## config.mk

```make
export PLATFORM = sky130hd
export DESIGN_NAME = lut_config_loader_flat
export DESIGN_NICKNAME = d
export VERILOG_FILES = /design/src/rtl/lut_config_loader_if.sv /design/src/rtl/lut_config_loader.sv /design/src/flat_wrapper.sv
export SDC_FILE = /design/constraint.sdc
export NUM_CORES = 1
export LEC_CHECK = 0
export CORE_UTILIZATION = 58
export CTS_CLUSTER_DIAMETER = 120
export DETAILED_ROUTE_END_ITERATION = 16
export PLACE_DENSITY_LB_ADDON = 0.3
export SLEW_MARGIN = 20
export SYNTH_ARGS = -nofsm -noshare
export SYNTH_HDL_FRONTEND = slang
export SYNTH_SLANG_ARGS = --single-unit
```

## constraint.sdc

```tcl
create_clock -name clk -period 3.2 [get_ports clk]
set_input_delay 0.64 -clock clk [delete_from_list [all_inputs] [get_ports clk]]
set_output_delay 0.64 -clock clk [all_outputs]
set_load 0.1 [all_outputs]
```

## src/rtl/lut_config_loader_if.sv

```systemverilog
// Handshake/bus bundle between the top-level controller and lut_config_loader.
// o_parity_err exists only when LUT_CFG_PARITY_EN is defined.
interface lut_config_loader_if #(
  parameter int AW = 4
);
  logic          i_start;
  logic          i_bit;
  logic          i_bit_valid;
  logic          i_abort;
  logic [AW-1:0] o_addr;
  logic          o_data;
  logic          o_cfg_en;
  logic          o_busy;
  logic          o_done;
`ifdef LUT_CFG_PARITY_EN
  logic          o_parity_err;
`endif

  modport master (
    output i_start, i_bit, i_bit_valid, i_abort,
`ifdef LUT_CFG_PARITY_EN
    input  o_parity_err,
`endif
    input  o_addr, o_data, o_cfg_en, o_busy, o_done
  );

  modport slave (
    input  i_start, i_bit, i_bit_valid, i_abort,
`ifdef LUT_CFG_PARITY_EN
    output o_parity_err,
`endif
    output o_addr, o_data, o_cfg_en, o_busy, o_done
  );
endinterface

```

## src/rtl/lut_config_loader.sv

```systemverilog
// Serial truth-table loader for a LUT cell: shift in LUT_BITS bits, then write them out.
// Optional trailing even-parity bit when LUT_CFG_PARITY_EN is defined.
module lut_config_loader #(
  parameter int LUT_BITS    = 16,
  parameter int HOLD_CYCLES = 1
) (
  input logic               clk,
  input logic               rst,
  lut_config_loader_if.slave bus
);
  localparam int AW = $clog2(LUT_BITS);
  localparam int CW = $clog2(LUT_BITS + 2);
  localparam int HW = 4;

  typedef enum logic [2:0] {S_IDLE, S_SHIFT, S_SETUP, S_STROBE, S_DONE} state_e;

  state_e                state_q, state_d;
  logic [LUT_BITS-1:0]   shift_q, shift_d;
  logic [CW-1:0]         cnt_q, cnt_d;
  logic [AW-1:0]         idx_q, idx_d;
  logic [HW-1:0]         hold_q, hold_d;
  logic [AW-1:0]         addr_q, addr_d;
  logic                  data_q, data_d;
  logic                  cfg_en_q, cfg_en_d;
  logic                  busy_q, busy_d;
  logic                  done_q, done_d;
`ifdef LUT_CFG_PARITY_EN
  logic                  parity_err_q, parity_err_d;
`endif

  // NOTE: every flop, including the shift register, is cleared by the async reset and
  // updated with non-blocking assignments only.
  always_ff @(posedge clk or posedge rst) begin
    if (rst) begin
      state_q  <= S_IDLE;
      shift_q  <= '0;
      cnt_q    <= '0;
      idx_q    <= '0;
      hold_q   <= '0;
      addr_q   <= '0;
      data_q   <= 1'b0;
      cfg_en_q <= 1'b0;
      busy_q   <= 1'b0;
      done_q   <= 1'b0;
`ifdef LUT_CFG_PARITY_EN
      parity_err_q <= 1'b0;
`endif
    end else begin
      state_q  <= state_d;
      shift_q  <= shift_d;
      cnt_q    <= cnt_d;
      idx_q    <= idx_d;
      hold_q   <= hold_d;
      addr_q   <= addr_d;
      data_q   <= data_d;
      cfg_en_q <= cfg_en_d;
      busy_q   <= busy_d;
      done_q   <= done_d;
`ifdef LUT_CFG_PARITY_EN
      parity_err_q <= parity_err_d;
`endif
    end
  end

  // NOTE: each combinational output gets a default before the case, so no latch is inferred.
  always_comb begin
    state_d = state_q;
    shift_d = shift_q;
    cnt_d   = cnt_q;
    idx_d   = idx_q;
    hold_d  = hold_q;
`ifdef LUT_CFG_PARITY_EN
    parity_err_d = parity_err_q;
`endif
    unique case (state_q)
      S_IDLE: begin
        if (bus.i_start && !bus.i_abort) begin
          state_d = S_SHIFT;
          shift_d = '0;
          cnt_d   = '0;
`ifdef LUT_CFG_PARITY_EN
          parity_err_d = 1'b0;
`endif
        end
      end
      S_SHIFT: begin
        if (bus.i_bit_valid) begin
`ifdef LUT_CFG_PARITY_EN
          // The extra bit after the table is parity and never enters the shift register.
          if (cnt_q == CW'(LUT_BITS)) begin
            if (bus.i_bit != ^shift_q) begin
              state_d      = S_IDLE;
              parity_err_d = 1'b1;
            end else begin
              state_d = S_SETUP;
              idx_d   = '0;
            end
          end else begin
            shift_d = {shift_q[LUT_BITS-2:0], bus.i_bit};
            cnt_d   = cnt_q + 1'b1;
          end
`else
          shift_d = {shift_q[LUT_BITS-2:0], bus.i_bit};
          cnt_d   = cnt_q + 1'b1;
          if (cnt_q == CW'(LUT_BITS - 1)) begin
            state_d = S_SETUP;
            idx_d   = '0;
          end
`endif
        end
      end
      S_SETUP: begin
        state_d = S_STROBE;
        hold_d  = '0;
      end
      S_STROBE: begin
        if (hold_q == HW'(HOLD_CYCLES - 1)) begin
          if (idx_q == AW'(LUT_BITS - 1)) begin
            state_d = S_DONE;
          end else begin
            idx_d   = idx_q + 1'b1;
            state_d = S_SETUP;
          end
        end else begin
          hold_d = hold_q + 1'b1;
        end
      end
      S_DONE:  state_d = S_IDLE;
      default: state_d = S_IDLE;
    endcase
    if (bus.i_abort && state_q != S_IDLE) state_d = S_IDLE;
  end

  // Outputs are registered, so they are decoded from the state being entered.
  always_comb begin
    addr_d   = addr_q;
    data_d   = data_q;
    cfg_en_d = (state_d == S_STROBE);
    busy_d   = (state_d != S_IDLE);
    done_d   = (state_d == S_DONE);
    if (state_d == S_SETUP) begin
      addr_d = idx_d;
      data_d = shift_d[idx_d];
    end
  end

  assign bus.o_addr   = addr_q;
  assign bus.o_data   = data_q;
  assign bus.o_cfg_en = cfg_en_q;
  assign bus.o_busy   = busy_q;
  assign bus.o_done   = done_q;
`ifdef LUT_CFG_PARITY_EN
  assign bus.o_parity_err = parity_err_q;
`endif
endmodule

```

## src/flat_wrapper.sv

```systemverilog
// flat-port wrapper written by rule: the top's interface ports become plain ports
module lut_config_loader_flat 
#(
  parameter int LUT_BITS    = 16,
  parameter int HOLD_CYCLES = 1
)
  (clk, rst, bus_i_start, bus_i_bit, bus_i_bit_valid, bus_i_abort, bus_o_addr, bus_o_data, bus_o_cfg_en, bus_o_busy, bus_o_done);
  lut_config_loader_if #(.AW(4)) bus_i ();
  input logic clk;
  input logic rst;
  input wire logic [$bits(bus_i.i_start)-1:0] bus_i_start;
  input wire logic [$bits(bus_i.i_bit)-1:0] bus_i_bit;
  input wire logic [$bits(bus_i.i_bit_valid)-1:0] bus_i_bit_valid;
  input wire logic [$bits(bus_i.i_abort)-1:0] bus_i_abort;
  output wire logic [$bits(bus_i.o_addr)-1:0] bus_o_addr;
  output wire logic [$bits(bus_i.o_data)-1:0] bus_o_data;
  output wire logic [$bits(bus_i.o_cfg_en)-1:0] bus_o_cfg_en;
  output wire logic [$bits(bus_i.o_busy)-1:0] bus_o_busy;
  output wire logic [$bits(bus_i.o_done)-1:0] bus_o_done;
  assign bus_i.i_start = bus_i_start;
  assign bus_i.i_bit = bus_i_bit;
  assign bus_i.i_bit_valid = bus_i_bit_valid;
  assign bus_i.i_abort = bus_i_abort;
  assign bus_o_addr = bus_i.o_addr;
  assign bus_o_data = bus_i.o_data;
  assign bus_o_cfg_en = bus_i.o_cfg_en;
  assign bus_o_busy = bus_i.o_busy;
  assign bus_o_done = bus_i.o_done;
  lut_config_loader #(.LUT_BITS(LUT_BITS), .HOLD_CYCLES(HOLD_CYCLES)) u_core (.clk(clk), .rst(rst), .bus(bus_i));
endmodule
```

After elaboration in Yosys (flattened, before gate mapping)
Cells that the tools add are included.
{"block": "word_totals", "regBits": 40, "input_bits": 6, "output_inout_bits": 8, "elab_cells": 58}
{"block": "classes", "n_addsub": 3, "n_lt_le_gt_ge": 1, "eq_ne": 11, "mux": 22, "reduce_logical": 11}
{"cell": "16-bit 2-to-1 mux", "count": 2}
{"cell": "16-bit one-hot mux with 2 select lines", "count": 1}
{"cell": "4-bit 2-to-1 mux", "count": 5}
{"cell": "3-bit 2-to-1 mux", "count": 6}
{"cell": "4-bit one-hot mux with 2 select lines", "count": 2}
{"cell": "3-bit by 2-bit equality test with 1-bit output (second input constant)", "count": 4}
{"cell": "3-bit one-hot mux with 4 select lines", "count": 1}
{"cell": "5-bit 2-to-1 mux", "count": 2}
{"cell": "5-bit one-hot mux with 2 select lines", "count": 1}
{"cell": "4-bit by 1-bit adder with 4-bit output (second input constant)", "count": 2}
{"cell": "3-bit nonzero test", "count": 2}
{"cell": "5-bit by 1-bit adder with 5-bit output (second input constant)", "count": 1}
{"cell": "5-bit by 4-bit equality test with 1-bit output (second input constant)", "count": 1}
{"cell": "4-bit by 5-bit less-than comparator with 1-bit output (second input constant)", "count": 1}
{"cell": "1-bit binary-select mux with 4-bit select", "count": 1}
{"cell": "4-bit equality test (second input constant)", "count": 1}
{"cell": "4-bit zero test", "count": 1}
{"cell": "2-bit inequality test (second input constant)", "count": 2}
{"cell": "2-bit nonzero test", "count": 2}
{"cell": "3-bit by 1-bit equality test with 1-bit output (second input constant)", "count": 1}
{"cell": "3-bit equality test (second input constant)", "count": 1}
{"cell": "3-bit zero test", "count": 1}
{"cell": "3-bit AND reduction", "count": 1}
{"cell": "1-bit logical AND", "count": 2}
{"cell": "4 further kinds", "count": 4}

Logic depth before layout (Yosys ltp)
{"block": "logic_depth", "depth_word": 6, "depth_mapped": 11, "ltp_nobuf": 11}

Worst setup path after synthesis
Ideal clock, no wire load.
{"block": "synth_path", "path_kind": "register to register", "startpoint": "reg u_core.hold_q[0]", "endpoint": "reg u_core.data_q, in the netlist u_core.bus.o_data", "setup_time_ns": 0.130, "t_arrival_ns": 2.193, "required_ns": 3.070, "slack_ns": 0.877, "stages_incl_launch_ff": 12, "path_buffers": 2, "path_cell_list": "dfrtp_1 -> inv_1 -> ha_1 -> or3b_1 -> buf_2 -> o31a_1 -> a31oi_1 -> buf_6 -> mux2i_1 -> o22ai_1 -> o211ai_1 -> nand3_1"}
{"block": "synth_between", "elab_chain_cells": 5}
{"element": "from (decl)", "line_no": "lut_config_loader.sv:21", "source": "logic [HW-1:0] hold_q, hold_d;"}
{"element": "from (signal assigned)", "line_no": "lut_config_loader.sv:53", "source": "hold_q <= hold_d;"}
{"element": "4-bit zero test", "line_no": "lut_config_loader.sv:117", "source": "if (hold_q == HW'(HOLD_CYCLES - 1)) begin"}
{"element": "4-bit 2-to-1 mux", "line_no": "lut_config_loader.sv:117"}
{"element": "4-bit one-hot mux with 2 select lines", "line_no": "lut_config_loader.sv:75", "source": "unique case (state_q)"}
{"element": "net u_core.idx_d[3]", "line_no": "lut_config_loader.sv:20", "source": "logic [AW-1:0] idx_q, idx_d;"}
{"element": "1-bit binary-select mux with 4-bit select", "line_no": "lut_config_loader.sv:143", "source": "data_d = shift_d[idx_d];"}
{"element": "1-bit 2-to-1 mux (not written as such)", "line_no": "lut_config_loader.sv:143"}
{"element": "to (signal assigned)", "line_no": "lut_config_loader.sv:55", "source": "data_q <= data_d;"}
{"element": "to (decl)", "line_no": "lut_config_loader.sv:23", "source": "logic data_q, data_d;"}
The timed path passes the listed nets, and every way through them passes these cells. The select of a mux whose other input is x is not followed.
A chain may end at the register's enable or synchronous reset.

Worst setup path after layout
{"block": "layout_path", "startpoint": "reg u_core.hold_q[1]", "endpoint": "reg u_core.data_q, in the netlist u_core.bus.o_data"}
{"block": "layout_between", "elab_chain_cells": 5}
{"element": "4-bit zero test *", "line_no": "lut_config_loader.sv:117"}
{"element": "4-bit 2-to-1 mux or 3-bit 2-to-1 mux (tied branches)", "line_no": "lut_config_loader.sv:117"}
{"element": "4-bit one-hot mux with 2 select lines or 3-bit one-hot mux with 4 select lines (tied branches)", "line_no": "lut_config_loader.sv:75"}
{"element": "1-bit binary-select mux with 4-bit select or 3-bit 2-to-1 mux (tied branches)", "line_no": "lut_config_loader.sv:143, lut_config_loader.sv:131"}
{"element": "1-bit 2-to-1 mux (not written as such) or 3-bit by 2-bit equality test with 1-bit output (tied branches)", "line_no": "lut_config_loader.sv:143, lut_config_loader.sv:141"}
Every way passes the cells marked *; elsewhere a longest branch is shown, timed or not. The select of a mux whose other input is x is not followed.

==> impl_metrics.ini <==
[outcome]
status = complete, no violations

[die]
die_h_um = 61.30
io_pins = 14
die_area_sq_um = 3758
die_x_um = 61.30
start_util = 0.6064
num_rows = 21
core_area_sq_um = 3363

[routing]
finalWirelength_mm = 4.249
first_pass_iters = 5
wl_per_cell_um = 15.34
vias = 1663
ant_nets = 0
drtIter0Drc = 106
drc = 0
routed_via_density = 6.004

[clocking]
path_clk_slew_ns = 0.13
post-cts-setup-buffers = 0
cts_tree = done
cts_buffer_depth = 2
cts.sinks = 40
cts_buffers = 5
cts-htree-levels = 2
cts_resized = 0
ctsHoldBuffers = 0
root_buffer = clkbuf_4
clock_latency_ns = 0.36

[pwr]
total_power_w = 0.001121
power.density_nw_per_um2 = 494.3
ir_drop_mv = 0.3315
p_leak_nw = 1.099

[global_route]
grt_use_total = 0.2522
grt_start_max_net_pins = 41
antenna_found_initial = 0
overflow = 0
grt_pass1_wl_mm = 6.748
first_global_vias = 1539

[worst_setup_path]
path_class = register to register
r2r_setup_slack_ns = 0.50
worstPathArrival_ns = 2.94
critPathCaptureType = register
r2r_cells = 10
path_max_fanout = 10
setup.worst_path.start_class = register
r2r_end = u_core.bus.o_data
critPathRequiredTime_ns = 3.44
r2r-start = u_core.hold_q[1]

[yosys]
syn-num-nets = 225
yosysTopAreaCell = dfrtp_1
netlist_top_cells_area = dfrtp_1 49%, nand2_1 7.7%, o21ai_0 6.4%
synth_async_sr_flop_share = 1.000
avgSynthCellArea_sq_um = 9.530
synthCells = 214
ys_seq_area_frac = 0.4908
synth_seq_cells = 40
synth_edf_count = 0
yosysTopAreaCellShare = 0.4908
syn_area_sq_um = 2039
synth.distinct_cells = 46
synth-warning-count = 0
synth_flop_cell = dfrtp_1

[sta]
hold_viol_final = 0
fin_tns_setup_ns = 0
tightest_slew_ns = 0.5452
timing.final.ws_setup_ns = 0.5004
setup_viol = 0
finClkSkew_ns = 0.01601
slew_viol_final = 0
rsz0062_at_grt = no
min_period_over_period = 0.8436
max_freq_ghz = 0.3704
slew_headroom = 0.6365
fin_crit_ns = 2.700

[run]
cap_viol_max_count = 0

[placement]
pre_cts_slack_ns = 0.3815
place_hpwl_mm = 2.949
place_congestion = 0.8627
io_buffers = 13

[layout]
layout_common_cells = 42 x nand2_1, 40 x dfrtp_1, 26 x o21ai_0, 14 x buf_4
fin_util = 0.6745
syn_to_final_growth_pct = 11.23
num_antenna_cells = 0
mostFrequentLayoutCell = nand2_1
num-nets-final = 241
drive_gt1_frac = 0.1299
n_fill_cell = 288

[min_path]
holdCritStartpoint = u_core.bus.o_addr[2]
hold_path_end = u_core.bus.o_addr[2]
holdCritPathClass = register to register
hold_depth = 1
[cell type report]
class                      instances  area (sq um)  area share
sequential                        40          1001      0.4413
multi-input combinational        155         964.7      0.4253
timing repair buffer              19         155.1     0.06839
tap                               46         57.56     0.02537
clock buffer                       5         37.54     0.01655
inverter                           9         33.78     0.01489
clock inverter                     3         18.77    0.008274
[cell usage after synthesis, types with 2 or more instances]
| master | count |
|---|---|
| nor3_1 | 2 |
| nand2_1 | 42 |
| a22o_1 | 4 |
| dfrtp_1 | 40 |
| a31oi_1 | 2 |
| clkbuf_1 | 8 |
| mux2i_1 | 9 |
| o21ai_0 | 26 |
| a21o_1 | 3 |
| nor4_1 | 2 |
| mux2_2 | 2 |
| nor2_1 | 7 |
| nand2b_1 | 3 |
| ha_1 | 5 |
| o31ai_1 | 3 |
| a21bo_2 | 2 |
| a21boi_0 | 2 |
| nand3_1 | 8 |
| o22ai_1 | 6 |
| a21oi_1 | 3 |
| inv_1 | 9 |
| and3_1 | 2 |
[power breakdown]
group | internal, W | switching (W)
registers | 0.000557 | 0.0000520
clock network | 0.0000844 | 0.000167
logic | 0.0000837 | 0.000178
[cell families (layout without fill, tap and decap cells)]
logic type      Yosys count  count (layout)  synth area share
buf+inv                  19              36           0.03926
mux                      12              12           0.06074
fa+ha+maj                 5               5           0.03067
xor+xnor                  1               1          0.004295
flops                    40              40            0.4908
simple gates             80              80            0.1969
compound gates           57              57            0.1773
[per-layer routing]
metal	GRT usage	wire length (um)	part of all wire
met5	0	0	0
met4	0.1039	82	0.019
met3	0.06303	236	0.056
met2	0.4255	2107	0.50
met1	0.3099	1822	0.43
[per-stage QoR]
step                instances  hold slack [ns]  area, sq um
CTS                       277           0.5074         2268
floorplan                 214           0.4803         2039
finish                    277           0.5098         2268
global route              277           0.5400         2268
global placement          269           0.4731         2212
detailed placement        269           0.4794         2212
[flip-flops by register name (all words and copies together) (netlist names)]
register,flops
u_core.shift_q,16
u_core.cnt_q,5
u_core.bus.o_addr,4
u_core.hold_q,4
u_core.idx_q,4
u_core.state_q,3
u_core.bus.o_busy,1
u_core.bus.o_cfg_en,1
u_core.bus.o_data,1
u_core.bus.o_done,1
[how the worst max path moves through the flow]
stage / startpoint / endpoint / slack, ns / depth (start not counted)
after floorplan: u_core.hold_q[0] / u_core.bus.o_data / 0.88 / 11
after global placement: bus_i_bit_valid / u_core.bus.o_addr[3] / 0.49 / 7
after detailed placement: bus_i_abort / u_core.bus.o_addr[2] / 0.38 / 7
after CTS: u_core.hold_q[1] / u_core.bus.o_data / 0.51 / 10
after global routing: u_core.hold_q[0] / u_core.bus.o_data / 0.39 / 10
final: u_core.hold_q[1] / u_core.bus.o_data / 0.50 / 10
[worst max-delay path: stages (launching register included)]
cell	delay, ns
dfrtp_1	0.44
inv_1	0.10
ha_1	0.16
or3b_1	0.48
o31a_1	0.34
a31oi_1	0.15
buf_4	0.24
mux2i_1	0.24
o22ai_1	0.11
o211ai_1	0.22
nand3_1	0.11
(Power assumes the default switching activity.)
